**config.mk**
```make
export PLATFORM = sky130hd
export DESIGN_NAME = alu_ctrl_seq_flat
export DESIGN_NICKNAME = d
export VERILOG_FILES = /design/src/rtl/alu_pkg.sv /design/src/rtl/alu_ctrl_seq_if.sv /design/src/rtl/alu_decode.sv /design/src/rtl/alu_ctrl_seq.sv /design/src/flat_wrapper.sv
export SDC_FILE = /design/constraint.sdc
export NUM_CORES = 1
export LEC_CHECK = 0
export ABC_AREA = 0
export CAP_MARGIN = 0
export CORE_UTILIZATION = 50
export CTS_BUF_LIST = sky130_fd_sc_hd__clkbuf_8
export DETAILED_ROUTE_END_ITERATION = 16
export DONT_BUFFER_PORTS = 1
export SYNTH_ARGS = -nofsm -noshare
export SYNTH_HDL_FRONTEND = slang
export SYNTH_SLANG_ARGS = --single-unit
```
**constraint.sdc**
```tcl
create_clock -name clk -period 4.2 [get_ports clk]
set_input_delay 1.26 -clock clk [delete_from_list [all_inputs] [get_ports clk]]
set_output_delay 1.26 -clock clk [all_outputs]
set_load 0.03 [all_outputs]
```
**src/rtl/alu_pkg.sv**
```systemverilog
// Shared encodings for the ALU control sequencer: ALU control codes,
// MIPS opcode/funct field values and the sequencer state type.
package alu_pkg;

  typedef enum logic [2:0] {
    CTRL_ADD = 3'b000,
    CTRL_SUB = 3'b001,
    CTRL_AND = 3'b010,
    CTRL_OR  = 3'b011
  } ctrl_e;

  typedef enum logic [1:0] {
    ST_IDLE = 2'b00,
    ST_EXEC = 2'b01,
    ST_RESP = 2'b10
  } state_e;

  localparam logic [5:0] OP_RTYPE = 6'b000000;
  localparam logic [5:0] OP_BEQ   = 6'b000100;
  localparam logic [5:0] OP_ADDI  = 6'b001000;
  localparam logic [5:0] OP_ANDI  = 6'b001100;
  localparam logic [5:0] OP_ORI   = 6'b001101;
  localparam logic [5:0] OP_LW    = 6'b100011;
  localparam logic [5:0] OP_SW    = 6'b101011;

  localparam logic [5:0] FN_ADD = 6'b100000;
  localparam logic [5:0] FN_SUB = 6'b100010;
  localparam logic [5:0] FN_AND = 6'b100100;
  localparam logic [5:0] FN_OR  = 6'b100101;
  localparam logic [5:0] FN_SLT = 6'b101010;

endpackage

```
**src/rtl/alu_ctrl_seq_if.sv**
```systemverilog
// Request/response bus of the ALU control sequencer. The master is the
// requester; the slave is the sequencer.
interface alu_ctrl_seq_if #(
  parameter int WIDTH = 32
);
  logic             req_valid;
  logic             req_ready;
  logic [5:0]       opcode;
  logic [5:0]       funct;
  logic [WIDTH-1:0] a_in;
  logic [WIDTH-1:0] b_in;
  logic             rsp_valid;
  logic             rsp_ready;
  logic [WIDTH-1:0] rsp_data;
  logic             rsp_zero;
  logic             rsp_err;

  modport master (
    output req_valid, opcode, funct, a_in, b_in, rsp_ready,
    input  req_ready, rsp_valid, rsp_data, rsp_zero, rsp_err
  );

  modport slave (
    input  req_valid, opcode, funct, a_in, b_in, rsp_ready,
    output req_ready, rsp_valid, rsp_data, rsp_zero, rsp_err
  );
endinterface

```
**src/rtl/alu_decode.sv**
```systemverilog
// Combinational opcode/funct decoder producing the ALU control code.
// Set-less-than (funct 101010) is legal only when ALU_CTRL_SEQ_SLT_EN is defined.
module alu_decode
  import alu_pkg::*;
(
  input  logic [5:0] opcode,
  input  logic [5:0] funct,
  output ctrl_e      ctrl,
  output logic       legal,
  output logic       is_slt
);

  always_comb begin
    ctrl   = CTRL_ADD;
    legal  = 1'b0;
    is_slt = 1'b0;
    case (opcode)
      OP_RTYPE: begin
        case (funct)
          FN_ADD: begin ctrl = CTRL_ADD; legal = 1'b1; end
          FN_SUB: begin ctrl = CTRL_SUB; legal = 1'b1; end
          FN_AND: begin ctrl = CTRL_AND; legal = 1'b1; end
          FN_OR:  begin ctrl = CTRL_OR;  legal = 1'b1; end
`ifdef ALU_CTRL_SEQ_SLT_EN
          FN_SLT: begin ctrl = CTRL_SUB; legal = 1'b1; is_slt = 1'b1; end
`endif
          default: ;
        endcase
      end
      OP_ADDI, OP_LW, OP_SW: begin ctrl = CTRL_ADD; legal = 1'b1; end
      OP_ANDI:               begin ctrl = CTRL_AND; legal = 1'b1; end
      OP_ORI:                begin ctrl = CTRL_OR;  legal = 1'b1; end
      OP_BEQ:                begin ctrl = CTRL_SUB; legal = 1'b1; end
      default: ;
    endcase
  end

endmodule

```
**src/rtl/alu_ctrl_seq.sv**
```systemverilog
// Sequencer that decodes a MIPS-style op, drives an external ALU for one
// cycle and returns the result over a valid/ready response. Optional slt via ALU_CTRL_SEQ_SLT_EN.
module alu_ctrl_seq
  import alu_pkg::*;
#(
  parameter int WIDTH = 32
) (
  input  logic             clk,
  input  logic             reset,
  alu_ctrl_seq_if.slave    bus,
  output logic [WIDTH-1:0] alu_a,
  output logic [WIDTH-1:0] alu_b,
  output logic [2:0]       alu_ctrl,
  input  logic [WIDTH-1:0] alu_q
);

  state_e           state, state_nxt;
  logic             accept;
  ctrl_e            dec_ctrl;
  logic             dec_legal;
  logic             dec_slt;

  logic [WIDTH-1:0] a_p0, b_p0;
  ctrl_e            ctrl_p0;
  logic             slt_p0;
  logic [WIDTH-1:0] rsp_data_p1;
  logic             rsp_zero_p1;
  logic             rsp_err_p1;
  logic [WIDTH-1:0] exec_res;

  // slt is the sign of a-b corrected for signed overflow of the subtraction
  function automatic logic slt_bit(input logic a_msb, input logic b_msb,
                                   input logic q_msb);
    logic ovf;
    ovf = (a_msb != b_msb) && (q_msb != a_msb);
    return q_msb ^ ovf;
  endfunction

  function automatic logic [WIDTH-1:0] exec_result(input logic slt,
                                                   input logic signed [WIDTH-1:0] a,
                                                   input logic signed [WIDTH-1:0] b,
                                                   input logic [WIDTH-1:0] q);
    if (slt)
      return {{(WIDTH-1){1'b0}}, slt_bit(a[WIDTH-1], b[WIDTH-1], q[WIDTH-1])};
    return q;
  endfunction

  alu_decode u_decode (
    .opcode (bus.opcode),
    .funct  (bus.funct),
    .ctrl   (dec_ctrl),
    .legal  (dec_legal),
    .is_slt (dec_slt)
  );

  always_ff @(posedge clk or posedge reset) begin
    if (reset) state <= ST_IDLE;
    else       state <= state_nxt;
  end

  always_comb begin
    state_nxt = state;
    accept    = 1'b0;
    case (state)
      ST_IDLE: begin
        if (bus.req_valid) begin
          accept    = 1'b1;
          state_nxt = dec_legal ? ST_EXEC : ST_RESP;
        end
      end
      ST_EXEC: state_nxt = ST_RESP;
      ST_RESP: if (bus.rsp_ready) state_nxt = ST_IDLE;
      default: state_nxt = ST_IDLE;
    endcase
  end

  assign bus.req_ready = (state == ST_IDLE);
  assign bus.rsp_valid = (state == ST_RESP);

  assign exec_res = exec_result(slt_p0, a_p0, b_p0, alu_q);

  // p0: operands/ctrl captured at accept; only legal ops touch the ALU drive
  always_ff @(posedge clk or posedge reset) begin
    if (reset) begin
      a_p0    <= '0;
      b_p0    <= '0;
      ctrl_p0 <= CTRL_ADD;
      slt_p0  <= 1'b0;
    end else if (accept && dec_legal) begin
      a_p0    <= bus.a_in;
      b_p0    <= bus.b_in;
      ctrl_p0 <= dec_ctrl;
      slt_p0  <= dec_slt;
    end
  end

  // p1: response captured at end of EXEC, or forced error on an illegal accept
  always_ff @(posedge clk or posedge reset) begin
    if (reset) begin
      rsp_data_p1 <= '0;
      rsp_zero_p1 <= 1'b0;
      rsp_err_p1  <= 1'b0;
    end else if (accept && !dec_legal) begin
      rsp_data_p1 <= '0;
      rsp_zero_p1 <= 1'b1;
      rsp_err_p1  <= 1'b1;
    end else if (state == ST_EXEC) begin
      rsp_data_p1 <= exec_res;
      rsp_zero_p1 <= (exec_res == '0);
      rsp_err_p1  <= 1'b0;
    end
  end

  assign alu_a        = a_p0;
  assign alu_b        = b_p0;
  assign alu_ctrl     = ctrl_p0;
  assign bus.rsp_data = rsp_data_p1;
  assign bus.rsp_zero = rsp_zero_p1;
  assign bus.rsp_err  = rsp_err_p1;

endmodule

```
**src/flat_wrapper.sv**
```systemverilog
// flat-port wrapper written by rule: the top's interface ports become plain ports
module alu_ctrl_seq_flat import alu_pkg::*;
#(
  parameter int WIDTH = 32
)
  (clk, reset, alu_a, alu_b, alu_ctrl, alu_q, bus_req_valid, bus_opcode, bus_funct, bus_a_in, bus_b_in, bus_rsp_ready, bus_req_ready, bus_rsp_valid, bus_rsp_data, bus_rsp_zero, bus_rsp_err);
  alu_ctrl_seq_if #(.WIDTH(WIDTH)) bus_i ();
  input  logic clk;
  input  logic reset;
  output logic [WIDTH-1:0] alu_a;
  output logic [WIDTH-1:0] alu_b;
  output logic [2:0] alu_ctrl;
  input  logic [WIDTH-1:0] alu_q;
  input wire logic [$bits(bus_i.req_valid)-1:0] bus_req_valid;
  input wire logic [$bits(bus_i.opcode)-1:0] bus_opcode;
  input wire logic [$bits(bus_i.funct)-1:0] bus_funct;
  input wire logic [$bits(bus_i.a_in)-1:0] bus_a_in;
  input wire logic [$bits(bus_i.b_in)-1:0] bus_b_in;
  input wire logic [$bits(bus_i.rsp_ready)-1:0] bus_rsp_ready;
  output wire logic [$bits(bus_i.req_ready)-1:0] bus_req_ready;
  output wire logic [$bits(bus_i.rsp_valid)-1:0] bus_rsp_valid;
  output wire logic [$bits(bus_i.rsp_data)-1:0] bus_rsp_data;
  output wire logic [$bits(bus_i.rsp_zero)-1:0] bus_rsp_zero;
  output wire logic [$bits(bus_i.rsp_err)-1:0] bus_rsp_err;
  assign bus_i.req_valid = bus_req_valid;
  assign bus_i.opcode = bus_opcode;
  assign bus_i.funct = bus_funct;
  assign bus_i.a_in = bus_a_in;
  assign bus_i.b_in = bus_b_in;
  assign bus_i.rsp_ready = bus_rsp_ready;
  assign bus_req_ready = bus_i.req_ready;
  assign bus_rsp_valid = bus_i.rsp_valid;
  assign bus_rsp_data = bus_i.rsp_data;
  assign bus_rsp_zero = bus_i.rsp_zero;
  assign bus_rsp_err = bus_i.rsp_err;
  alu_ctrl_seq #(.WIDTH(WIDTH)) u_core (.clk(clk), .reset(reset), .bus(bus_i), .alu_a(alu_a), .alu_b(alu_b), .alu_ctrl(alu_ctrl), .alu_q(alu_q));
endmodule
```
==> results of run 1 <==
cell type report:
class	count	area [um^2]
clock buffer	10	138
clock inverter	6	68.8
fill	696	3680
inverter	3	13.8
multi-input combinational	178	1580
sequential	102	2550
tap	105	131
timing repair buffer	5	50.0
worst reg2reg max path: cells and delay by family (launching register included):
| family | cells | cell delay, ps |
|---|---|---|
| simple gates | 2 | 770 |
| compound gates | 1 | 390 |
| flops | 1 | 420 |
| buf+inv | 1 | 350 |
| mux | 1 | 420 |
kinds of logic after synthesis:
| kind of cell | synth area share [%] |
|---|---|
| multiplexers | 25.3 |
| other | 0.0884 |
| AND/OR/NAND/NOR | 5.22 |
| XOR/XNOR | 0.413 |
| AO/OA/AOI/OAI | 5.84 |
| buffers and inverters | 2.92 |
| flip-flops | 60.2 |
Yosys cell counts (all sizes together):
cell	n
a21boi	1
a21o	1
a21oi	32
a221o	1
a221oi	1
a22o	1
a31o	1
a32oi	1
and2	1
and3	1
and3b	2
buf	9
clkbuf	12
conb	1
dfrtp	102
inv	3
mux2	66
mux2i	33
nand2	2
nand2b	3
nand3	2
nand3b	2
nand4	3
nor2	2
nor2b	4
nor3	2
nor3b	1
nor4	9
o211ai	1
o22ai	1
o31ai	1
xnor2	1
xor2	1
metrics by stage:
stage	setup WS, ps	instances
after detailed placement	1100	393
after CTS	1490	409
final	1470	409
after global placement	1140	393
after floorplan	265	304
after global routing	1380	409
per-layer routing:
metal	part of all wire (%)	global-route usage [%]	routed length, um	vias up
met5	0	0	0	-
met4	1.9	7.95	164	0
met3	10	6.15	864	15
met2	48	30.0	4110	129
met1	40	25.0	3480	1188
li1	-	-	-	1078
flip-flops by register name, indices dropped and copies added, names as in the netlist:
name / cells
u_core.bus.rsp_zero: 1
u_core.alu_b: 32
u_core.alu_a: 32
u_core.alu_ctrl: 2
u_core.bus.rsp_data: 32
u_core.state: 2
u_core.bus.rsp_err: 1
report_power, final:
part           switching, mW  leakage (nW)  internal, mW
sequential             0.679          1.31          1.23
clock                  0.338         0.103         0.296
combinational          0.129         0.638         0.157
how the worst min path moves through the flow:
| stage | start | to | cells past startpoint |
|---|---|---|---|
| after CTS | u_core.state[1]$_DFFE_PP0P_ | u_core.state[1]$_DFFE_PP0P_ | 2 |
| after global routing | u_core.alu_a[31]$_DFFE_PP0P_ | u_core.alu_a[31]$_DFFE_PP0P_ | 1 |
| after global placement | u_core.state[1]$_DFFE_PP0P_ | u_core.state[1]$_DFFE_PP0P_ | 2 |
| after detailed placement | u_core.state[1]$_DFFE_PP0P_ | u_core.state[1]$_DFFE_PP0P_ | 2 |
| after floorplan | u_core.bus.rsp_err$_DFFE_PP0P_ | u_core.bus.rsp_err$_DFFE_PP0P_ | 1 |
| final | u_core.state[1]$_DFFE_PP0P_ | u_core.state[1]$_DFFE_PP0P_ | 2 |
==> summary.md, run 1 <==
| Metric | Value |
|---|---|
| Area after DPL | 4330 um^2 |
| Reg clk slew, reported paths | 90 ps |
| All-Layer GR Usage | 19.4% |
| WHS | about 710 ps |
| Number of port buffers | 0 |
| Worst setup SP type | primary input |
| DR pass1 iterations | 4 |
| Commonest non-fill, non-tap cell in the layout | dfrtp_1 |
| Main area contributors after synthesis | dfrtp_1 60%, mux2_1 14%, mux2i_1 7.8%, a21oi_1 3.8%, mux2_2 3.7% |
| Worst Setup SP | bus_opcode[0] |
| Vias in the first global route | around 2,400 |
| Leak | 2.05 nW |
| Via count | ~2,400 |
| Setup Buffers After CTS | 0 |
| TNS Setup | 0 ps |
| DPL Wire Length | 6110 um |
| Crit path arrival time | just under 3000 ps |
| DRT Wirelength | approximately 8600 um |
| # DRC | 0 |
| Layout Nets | 411 |
| Die ar. | approximately 9000 um^2 |
| Mean Syn Cell Area | 13.9 um^2 |
| Antenna cells | 0 |
| Post-Syn Area | 4240 um^2 |
| Netlist cell types | 38 |
| Core Rows | 33 |
| Crit-path slowest cell | a221oi_4 |
| Worst-skew pair later-pin latency | 350 ps |
| Maximum clock path buffer count | 2 |
| Crit Path Max Fanout | 63 |
| Critical path depth | 5 |
| Gates resized, CTS repair | 0 |
| Synth area leader | dfrtp_1 |
| Largest delay share family, worst path | simple AND/OR/NAND/NOR gates |
| H-tree levels | 3 |
| Starting Density | around half |
| CTS Hold Bufs | 0 |
| Pwr Density | 623 nW/um^2 |
| Clock Sinks | 102 |
| Crit-path max cell delay | 430 ps |
| Post-synthesis sequential element count | approximately 100 |
| Post-synthesis net count | 416 |
| Post-Syn Instances | around 300 |
| Fin util | 55.2% |
| Area Growth Syn to Fin | 6.88% |
| Die Width | 94.1 um |
| Seq/Total Area, Yosys | 60.2% |
| Gpl congestion | 0.749 |
| Routed vias/inst | about 6 |
| Ratio of cells with drive above 1 in the final layout | 13.2% |
| DR WL/cell | 21.1 um |
| Min-Delay Path Class | flop to flop |
| RSZ-0062 raised after global routing | no |
| R2r endpoint | u_core.alu_b[23]$_DFFE_PP0P_ |
| Crit path capture type | flop |
| Skew final | between 7 and 8 ps |
| Hold Vio Cnt, Final | 0 |
| Critical path required time | 4430 ps |
| Max cap viols | 0 |
| Final setup violation count | 0 |
| Worst-Margin Slew | ~900 ps |
| CTS tree | done |
| R2R depth | 5 |
| Reg2Reg Setup Slack | 1730 ps |
| Relative slew slack | roughly two fifths |
| R2R Path Start | u_core.state[0]$_DFFE_PP0P_ |
| Yosys top cell area share | 60.2% |
| 1st-iter DRT viols | 118 |
| First-pass GRT wire length | 12,900 um |
| Grt ovf | 0 |
| Antenna Nets Post-Route | 0 |
| Num CTS Buffers | 9 |
| Initial antenna violation count | 0 |
| Critical path endpoint | u_core.alu_b[23]$_DFFE_PP0P_ |
| Worst vdd ir | between 0.3 and 0.4 mV |
| Max Slew Vio Count | 0 |
| Max Clock Freq | 366 MHz |
| Post-Layout Inst Area | 4530 um^2 |
| Io pins | ~220 |
| Cells along the critical path | nor4_4 -> nand3_1 -> a221oi_4 -> buf_12 -> mux2_1 |
| CTS root buffer | clkbuf_8 |
| Final worst-path cycle share | 65.0% |
| Syn. warnings | 0 |
| Height of the die | 94.1 um |
| Largest net degree at the start of global routing | 74 |
| Worst Path Buf+Inv | 1 |
| Core area | about 8200 um^2 |
| Worst setup path category | primary input to flop |
| Total power | 2.82 mW |
| Most frequent cells in the layout | 102 x dfrtp_1, 52 x mux2_1, 33 x mux2i_1 |
| Fin crit period | around 2700 ps |
| Status | completed |
Note: power is estimated with default switching activity, not from simulation.
==> run 2, diff against run 1 <==
==> constraint.sdc (replaced) <==
create_clock -name clk -period 2.6 [get_ports clk]
set_input_delay 0.78 -clock clk [delete_from_list [all_inputs] [get_ports clk]]
set_output_delay 0.78 -clock clk [all_outputs]
set_load 0.03 [all_outputs]
==> run 2 against run 1 <==
Effect of this change: sequential power increased by 62%; non-clock buffer count grew 3; highest routed layer unchanged; sequential share of layout area shrank 0.57 points; total power rose by 63%; worst setup slack got worse by 1000 ps; flip-flop and latch count did not move; combinational power up 66%; largest cell class unchanged.
==> summary.md, run 2 (synthesis gave the netlist of run 1 again) <==
| Metric | Value |
|---|---|
| Leak | 2.07 nW |
| Gate power share | 10.3% |
| Die ar. | 8850 um^2 |
| Commonest non-fill, non-tap cell in the layout | dfrtp_1 |
| Setup Buffers After CTS | 0 |
| Relative slew slack | a little under half |
| Number of port buffers | 0 |
| Reported net switching power | 1.86 mW |
| Clk pwr share | between 20% and 30% |
| Final cell count without fillers | 413 |
| Pint | 2.73 mW |
| Starting Density | 51.6% |
| Final worst-path cycle share | 81.8% |
| CTS root buffer | clkbuf_8 |
| Height of the die | 94.1 um |
| Area Growth Syn to Fin | 7.97% |
| Fin crit period | 2130 ps |
| Gates resized, CTS repair | 0 |
| Fill count | 685 |
| Area after DPL | 4360 um^2 |
| Sequential share of power | between 60% and 70% |
| Clock Sinks | 102 |
| Most frequent cells in the layout | 102 x dfrtp_1, 52 x mux2_1, 33 x mux2i_1 |
| Reg clk slew, reported paths | 100 ps |
| # DRC | 0 |
| Multi-input logic area | roughly 1600 um^2 |
| Largest delay share family, worst path | simple AND/OR/NAND/NOR gates |
| Worst Path Buf+Inv | 0 |
| Status | completed |
| H-tree levels | 3 |
| Routed vias/inst | around 6 |
| Grt ovf | 0 |
| Crit-path slowest cell | nor2b_1 |
| Crit path capture type | primary output |
| 1st-iter DRT viols | 123 |
| Maximum clock path buffer count | 2 |
| Post-Layout Inst Area | 4580 um^2 |
| Worst vdd ir | 0.537 mV |
| Largest net degree at the start of global routing | 68 |
| Placed instance count | approximately 400 |
| Skew final | 8.02 ps |
| Worst-skew pair later-pin latency | 350 ps |
| DR pass1 iterations | 4 |
| Max Clock Freq | 470 MHz |
| Antenna Nets Post-Route | 0 |
| Ratio of cells with drive above 1 in the final layout | 14.0% |
| CTS Hold Bufs | 0 |
| Worst setup SP type | flop |
| Initial antenna violation count | 1 |
| Gpl congestion | 0.801 |
| Pwr Density | 1000 nW/um^2 |
| Hold Vio Cnt, Final | 0 |
| Layout Nets | 414 |
| Register area | 2550 um^2 |
| Worst-Margin Slew | 804 ps |
| CTS tree | done |
| Crit-path max cell delay | 590 ps |
| Crit path arrival time | around 1400 ps |
| Min-Delay Path Class | primary input to asynchronous set/reset pin |
| RSZ-0062 raised after global routing | no |
| Net Sw Frac | 40.5% |
| Cells along the critical path | nor2b_1 |
| Io pins | 215 |
| Max Slew Vio Count | 0 |
| Worst setup path category | flop to primary output |
| Vias in the first global route | 2,423 |
| Crit Path Max Fanout | 5 |
| Via count | 2,418 |
| Core area | 8220 um^2 |
| Critical path required time | 1820 ps |
| Core Rows | 33 |
| DPL Wire Length | 6170 um |
| First-pass GRT wire length | 12,700 um |
| DRT Wirelength | ~8600 um |
| DR WL/cell | ~21 um |
| Die Width | ~94 um |
| All-Layer GR Usage | 19.2% |
| TNS Setup | 0 ps |
| Final setup violation count | 0 |
| Max cap viols | 0 |
| Num CTS Buffers | 9 |
-- run 2: final cells by class --
| cell class | instances | share of cell area (%) |
|---|---|---|
| Antenna cell | 1 | 0.0547 |
| Clock buffer | 10 | 3.01 |
| Clock inverter | 6 | 1.67 |
| Inverter | 3 | 0.328 |
| Multi-Input combinational cell | 178 | 34.5 |
| Sequential cell | 102 | 55.8 |
| Tap cell | 105 | 2.87 |
| Timing Repair Buffer | 8 | 1.86 |
-- run 2: power groups by stage --
stage	logic (mW)	clock network [mW]	registers, mW
3_5_place_dp	0.488	0	3.12
2_1_floorplan	0.405	0	3.02
5_1_grt	0.532	1.15	3.14
6_report	0.474	1.04	3.08
4_1_cts	0.487	1.07	3.10
3_3_place_gp	0.457	0	3.12
-- run 2: layer usage --
layer | track usage [%] | wire, um
met5 | 0 | 0
met4 | 9.36 | 218
met3 | 7.04 | 943
met2 | 29.1 | 4090
met1 | 24.4 | 3360
-- run 2: through the flow --
stage / util (%) / setup slack (ps) / total power, mW / hold WS [ps]
after global placement: 53.1 / 160 / 3.58 / 629
after global routing: 55.7 / 389 / 4.82 / 235
after detailed placement: 53.1 / 124 / 3.61 / 628
after CTS: 55.7 / 438 / 4.66 / 226
final: 55.7 / 472 / 4.60 / 245
after floorplan: - / 298 / 3.43 / 688
-- run 2: worst paths after layout --
check	start	end	slack (ps)	cells after the start
hold / removal	reset	u_core.alu_a[6]$_DFFE_PP0P_	250	1
setup / recovery	u_core.state[1]$_DFFE_PP0P_	bus_rsp_valid	470	1
min in group clk	bus_a_in[6]	u_core.alu_a[6]$_DFFE_PP0P_	550	1
max in group asynchronous	reset	u_core.alu_b[18]$_DFFE_PP0P_	1620	2
setup reg to reg	u_core.state[1]$_DFFE_PP0P_	u_core.alu_b[25]$_DFFE_PP0P_	670	6
hold reg to reg	u_core.alu_b[5]$_DFFE_PP0P_	u_core.alu_b[5]$_DFFE_PP0P_	720	1
